### src/rtl/led_row_scanner.sv
// Row sequencer for the 8-row LED matrix: fetch a row pattern, blank the columns,
// then light the row for a fixed dwell. All outputs are registered.
module led_row_scanner #(
    parameter int unsigned DWELL_CYCLES = 1000,
    parameter int unsigned BLANK_CYCLES = 8
) (
    input  logic       CLK,
    input  logic       RESET_N,
    input  logic       ENABLE,
    output logic [3:0] ROW_SEL,
    output logic [7:0] COL_OUT,
    output logic       ROW_REQ,
    output logic [2:0] ROW_ADDR,
    input  logic [7:0] ROW_DATA,
    input  logic       ROW_VALID,
    output logic       FRAME_DONE,
    output logic       BUSY
);

    localparam int unsigned CNT_MAX = (DWELL_CYCLES > BLANK_CYCLES) ? DWELL_CYCLES : BLANK_CYCLES;
    // Counter runs 0..CNT_MAX-1
    localparam int unsigned CW = (CNT_MAX > 1) ? $clog2(CNT_MAX) : 1;
    localparam logic [CW-1:0] DWELL_LAST = CW'(DWELL_CYCLES - 1);
    localparam logic [CW-1:0] BLANK_LAST = CW'(BLANK_CYCLES - 1);

    localparam logic [1:0] IDLE  = 2'd0;
    localparam logic [1:0] FETCH = 2'd1;
    localparam logic [1:0] BLANK = 2'd2;
    localparam logic [1:0] SHOW  = 2'd3;

    logic [1:0]    state_q, state_d;
    logic [2:0]    r_q, r_d;
    logic [CW-1:0] cnt_q, cnt_d;
    logic [7:0]    data_q, data_d;
    logic [3:0]    sel_d;
    logic          fd_d;

    always_comb begin
        state_d = state_q;
        r_d     = r_q;
        cnt_d   = cnt_q;
        data_d  = data_q;
        sel_d   = ROW_SEL;
        fd_d    = 1'b0;
        // Dropping ENABLE wins over everything, including a same-edge ROW_VALID
        if (state_q != IDLE && !ENABLE) begin
            state_d = IDLE;
            r_d     = 3'd0;
            cnt_d   = '0;
        end else begin
            case (state_q)
                IDLE: begin
                    if (ENABLE) begin
                        state_d = FETCH;
                        r_d     = 3'd0;
                    end
                end
                FETCH: begin
                    if (ROW_VALID) begin
                        data_d  = ROW_DATA;
                        sel_d   = {1'b0, r_q};
                        cnt_d   = '0;
                        state_d = BLANK;
                    end
                end
                BLANK: begin
                    if (cnt_q == BLANK_LAST) begin
                        cnt_d   = '0;
                        state_d = SHOW;
                    end else begin
                        cnt_d = cnt_q + 1'b1;
                    end
                end
                SHOW: begin
                    if (cnt_q == DWELL_LAST) begin
                        cnt_d   = '0;
                        r_d     = r_q + 3'd1;
                        fd_d    = (r_q == 3'd7);
                        state_d = FETCH;
                    end else begin
                        cnt_d = cnt_q + 1'b1;
                    end
                end
                default: state_d = IDLE;
            endcase
        end
    end

    always_ff @(posedge CLK or negedge RESET_N) begin
        if (!RESET_N) begin
            state_q    <= IDLE;
            r_q        <= 3'd0;
            cnt_q      <= '0;
            data_q     <= 8'd0;
            ROW_SEL    <= 4'd0;
            COL_OUT    <= 8'd0;
            ROW_REQ    <= 1'b0;
            ROW_ADDR   <= 3'd0;
            FRAME_DONE <= 1'b0;
            BUSY       <= 1'b0;
        end else begin
            state_q    <= state_d;
            r_q        <= r_d;
            cnt_q      <= cnt_d;
            data_q     <= data_d;
            ROW_SEL    <= sel_d;
            COL_OUT    <= (state_d == SHOW) ? data_d : 8'd0;
            ROW_REQ    <= (state_d == FETCH);
            ROW_ADDR   <= r_d;
            FRAME_DONE <= fd_d;
            BUSY       <= (state_d != IDLE);
        end
    end

endmodule

### config.mk
export PLATFORM = sky130hd
export DESIGN_NAME = led_row_scanner
export DESIGN_NICKNAME = d
export VERILOG_FILES = /design/src/rtl/led_row_scanner.sv
export SDC_FILE = /design/constraint.sdc
export NUM_CORES = 1
export LEC_CHECK = 0
export CORE_MARGIN = 2
export CORE_UTILIZATION = 47
export DETAILED_ROUTE_END_ITERATION = 12
export PLACE_DENSITY_LB_ADDON = 0.3
export SYNTH_ARGS = -nofsm -noshare
export SYNTH_HDL_FRONTEND = slang
export SYNTH_SLANG_ARGS = --single-unit
### constraint.sdc
create_clock -name CLK -period 2 [get_ports CLK]
set_clock_uncertainty 0.1 [all_clocks]
set_input_delay 0.3 -clock CLK [delete_from_list [all_inputs] [get_ports CLK]]
set_output_delay 0.3 -clock CLK [all_outputs]
set_load 0.05 [all_outputs]
# Word level (Yosys, flattened, before mapping)
# Index checks and enable logic that the tools add are counted.
# totals
regBits	37
latchBits	0
ram_bits	0
mem_bits_ro	0
in_bits	12
out_inout_bits	18
elab_cells	55
n_memories	0
# op_classes
addsub	2
mul	0
n_div	0
magnitude_cmp	0
eq_ne	11
n_shift	0
n_mux	22
bitwise_logic	1
reduce_logical	10
# op_table
operator	count
10-bit two-way mux	4
8-bit two-way mux	4
10-bit one-hot mux with 3 select lines	1
10-bit by 1-bit adder with 10-bit output (second input constant)	1
10-bit == test (second input constant)	1
10-bit by 3-bit == test with 1-bit output (second input constant)	1
2-bit two-way mux	5
3-bit two-way mux	3
3-bit inequality test (second input constant)	3
2-bit one-hot mux with 4 select lines	1
2-bit == test (second input constant)	3
3-bit one-hot mux with 2 select lines	1
3-bit AND reduction	2
2-bit by 1-bit == test with 1-bit output (second input constant)	2
2-bit nonzero test	2
4-bit nonzero test	1
3-bit by 1-bit adder with 3-bit output (second input constant)	1
3-bit == test (second input constant)	1
1-bit two-way mux	3
3-bit nonzero test	1
2-bit zero test	1
2-bit AND reduction	1
1-bit logical AND	1
1-bit zero test	1
1-bit NOT	1

# Longest topological paths before layout
# Gate-level depths: netlist of run 1.
# logic_depth
ltp_word	6
ltp_mapped	7
depth_no_buf	6

# Least setup slack after synthesis of run 1
# No wires, ideal clock.
# synth_path
path_type	register -> register
start	register cnt_q[0]
end	register COL_OUT[0]
setup_ps	69
arrival_ps	1724
required_time_ps	1831
path_slack_ps	107
stages_incl_launch_ff	8
n_path_buf	2
period_less_slack_ps	1893
cell_sequence	dfrtp_1 ha_1 and4bb_2 and3_1 clkbuf_1 or3_1 buf_6 nor2b_2
# synth_via
elab_chain_len	6
elab_cells_between_ends	8
cone_classes	eq/ne: 3; mux: 5
# synth_lines
item	line	source
start: declaration	33	logic [CW-1:0] cnt_q, cnt_d;
start signal: assignment	104	cnt_q <= cnt_d;
10-bit == test / 10-bit by 3-bit == test with 1-bit output (equally long branches)	75, 67	
2-bit two-way mux (on tied branches)	75, 67	
2-bit one-hot mux with 4 select lines *	51	case (state_q)
2-bit two-way mux *	46	if (state_q != IDLE && !ENABLE) begin
2-bit == test *	107	COL_OUT <= (state_d == SHOW) ? data_d : 8'd0;
8-bit two-way mux *	107	
end signal: assignment	107	
end: declaration	11	output logic [7:0] COL_OUT,
# Every way passes the cells marked *; elsewhere a longest branch is shown, timed or not.
# A chain may end at the register's enable or synchronous reset.

# Worst setup path after layout of run 1
# layout_path
start	register cnt_q[0]
end	register r_q[1]
# layout_via
elab_chain_len	3
# layout_lines
item	line	source
10-bit == test	75	if (cnt_q == DWELL_LAST) begin
3-bit inequality test (no line)	-	
3-bit AND reduction (no line)	-	
end signal: assignment	103	r_q <= r_d;
end: declaration	32	logic [2:0] r_q, r_d;
# Every way passes these cells.

==> results of run 1 <==
-- cell families (layout without fill, tap and decap cells) --
family,after synthesis,count (layout)
fa+ha+maj,3,3
compound gates,20,20
simple gates,62,62
xor+xnor,1,1
other cells,1,1
buf+inv,13,51
mux,16,16
flops,37,37
-- metal layers --
layer / vias to the layer above / global-route usage / part of all wire
met5: - / 0 / 0
met3: 4 / 0.0347 / 0.046
met1: 619 / 0.234 / 0.46
met4: 0 / 0.0559 / 0.0095
li1: 618 / - / -
met2: 33 / 0.293 / 0.48
-- synthesized netlist by cell type (all sizes together), types with 4 or more instances --
| master | n | area (um2) |
|---|---|---|
| nor2b | 10 | 82.6 |
| nand2 | 9 | 33.8 |
| nor2 | 5 | 21.3 |
| buf | 4 | 35.0 |
| and3 | 4 | 25.0 |
| dfrtp | 37 | 926 |
| and2 | 5 | 31.3 |
| clkbuf | 6 | 22.5 |
| nand3 | 14 | 70.1 |
| mux2 | 15 | 169 |
| o21ai | 9 | 45.0 |
-- path summary, 6_finish.rpt --
kind / depth (start not counted) / to / from / slack [ns]
worst max-delay path: 7 / r_q[1]$_DFFE_PN0P_ / cnt_q[0]$_DFFE_PN0P_ / 0.08
worst min-delay path: 2 / COL_OUT[3]$_DFF_PN0_ / RESET_N / 0.34
worst max register to register: 7 / r_q[1]$_DFFE_PN0P_ / cnt_q[0]$_DFFE_PN0P_ / 0.08
worst min register to register: 1 / data_q[0]$_DFF_PN0_ / data_q[0]$_DFF_PN0_ / 0.39
max in group asynchronous: 2 / cnt_q[7]$_DFFE_PN0P_ / RESET_N / 1.16
min in group CLK: 1 / data_q[0]$_DFF_PN0_ / data_q[0]$_DFF_PN0_ / 0.39
-- flip-flops by register name, indices dropped and copies added, names as in the netlist --
register	cells
cnt_q	10
FRAME_DONE	1
ROW_REQ	1
BUSY	1
ROW_SEL	3
data_q	8
r_q	3
state_q	2
COL_OUT	8
-- metrics by stage --
step / util / setup TNS, ns / power (W) / hold slack, ns
after floorplan: - / 0 / 0.000982 / -0.0956
after CTS: 0.605 / 0 / 0.00156 / 0.354
after detailed placement: 0.581 / -0.00130 / 0.00107 / 0.385
final: 0.609 / 0 / 0.00154 / 0.338
after global routing: 0.609 / 0 / 0.00162 / 0.392
after global placement: 0.581 / 0 / 0.00106 / 0.375
-- worst max-delay path, stage by stage, from the launching register on --
cell and delay (ns):
dfrtp_1 0.38, ha_1 0.19, and4bb_2 0.30, and3_4 0.20, buf_4 0.13, mux2_2 0.32, nand3_1 0.09, nand3_1 0.09
-- power by group --
part | total, W | internal (W) | switching [W]
logic | 0.000224 | 0.000115 | 0.000108
registers | 0.000829 | 0.000807 | 0.0000222
clock network | 0.000482 | 0.000241 | 0.000241
total | 0.00154 | 0.00116 | 0.000372
-- final cells by class --
cell class	instances	share of cell area
multi-input cells	103	0.339
inverters	3	0.00513
well taps	48	0.0273
flip-flops and latches	37	0.421
repair buffers	40	0.170
clock inverters	2	0.00456
clock buffers	6	0.0330
==> results.json, run 1 <==
{
  "status": "complete, no violations",
  "end_kind": "register",
  "fmax_mhz": 522,
  "path_class": "register to register",
  "synth_fa_ha_area_frac": 0.0218,
  "rows": 22,
  "drc": 0,
  "cts_hold_buf": 0,
  "layout_commonest_cell": "dfrtp_1",
  "dr.first_iter.drc_count": 53,
  "cts_max_level": 2,
  "io-pin-count": 30,
  "fin_area_um2": 2200,
  "grt_setup_unrepaired": "false",
  "post-cts-setup-buffers": 0,
  "synth_simple_gate_area_frac": 0.220,
  "grt_max_degree": 38,
  "drt-wirelength-per-cell_um": 13.7,
  "syn-mean-instance-area_um2": 11.3,
  "timing.max_cap.violations": 0,
  "portBuffers": 28,
  "hpwl_um": 2370,
  "clock_sinks": 37,
  "synth_compound_area_frac": 0.0711,
  "insertion_delay_ns": 0.28,
  "postCtsResizedCells": 1,
  "dieArea_um2": 4170,
  "worstSetupStartpointType": "register",
  "hold_class": "input pin to async pin",
  "gp_congestion": 0.846,
  "final_cell_mix": "dfrtp_1 (37), clkdlybuf4s50_1 (25), mux2_2 (15), nand3_1 (14), buf_4 (13)",
  "nNetsFinal": 205,
  "stdcell_count": 239,
  "grt_usage": 0.177,
  "via_per_inst": 5.33,
  "multi_input_area_um2": 744,
  "place_inst": 231,
  "initial_core_util": 0.478,
  "ys_types": 36,
  "antennaDiodeCount": 0,
  "arrival_ns": 1.97,
  "post_dp_cell_area_um2": 2100,
  "layout_setup_ws_ns": 0.0845,
  "ff_latch_area_um2": 926,
  "fillers": 289,
  "max_slew.worst_pin.slew_ns": 0.502,
  "setup_violations": 0,
  "synth-edff-count": 0,
  "p_leak_nw": 1.02,
  "overflow": 0,
  "synthArstFlopShare": 1.00,
  "die_y_um": 64.6,
  "period_minus_slack_ns": 1.92,
  "power.density_nw_per_um2": 699,
  "grt_pass1_wl_um": 5760,
  "yosysSeqAreaShare": 0.537,
  "hold_viol_final": 0,
  "cp_data_required_time_ns": 2.06,
  "grt_pass1_vias": 1293,
  "synth_flop_cell": "dfrtp_1",
  "post-place-ws_ns": -0.00130,
  "synth_xor_area_frac": 0.00508,
  "vias": 1274,
  "synth_top_family_by_area": "simple AND/OR/NAND/NOR gates",
  "grt_antenna_before_repair": 0,
  "coreArea_um2": 3610,
  "drv_slew": 0,
  "ir_drop_uv": 438,
  "synth_warnings": 0,
  "finalWirelength_um": 3270,
  "syn_area_um2": 1730,
  "cts_tree": "done",
  "netlist_instances": 153,
  "firstDrtPassIters": 4,
  "numCtsBuffers": 5,
  "clk_pin_slew_ns": 0.07,
  "synth.net_count": 168,
  "relSlewSlack": 0.664,
  "root_buffer": "clkbuf_8",
  "drive_gt1_frac": 0.262,
  "synth_seq_cells": 37,
  "ant_nets": 0,
  "crit_fanout": 5,
  "cts.path.max_buffers": 2,
  "syn2layout_area_growth_pct": 27.3,
  "period_share": 0.958,
  "synthMuxAreaShare": 0.104,
  "die_w_um": 64.6
}
No activity file was read; power rests on OpenSTA's default activity.
==> inputs of run 2 (changes only) <==
--- a/config.mk
+++ b/config.mk
@@ -7,6 +7,7 @@
 export LEC_CHECK = 0
 export CORE_MARGIN = 2
 export CORE_UTILIZATION = 47
+export CTS_CLUSTER_SIZE = 28
 export DETAILED_ROUTE_END_ITERATION = 12
 export PLACE_DENSITY_LB_ADDON = 0.3
 export SYNTH_ARGS = -nofsm -noshare
==> results of run 2 <==
Same layout as run 1: the final DEF is identical, and so are final timing and power.
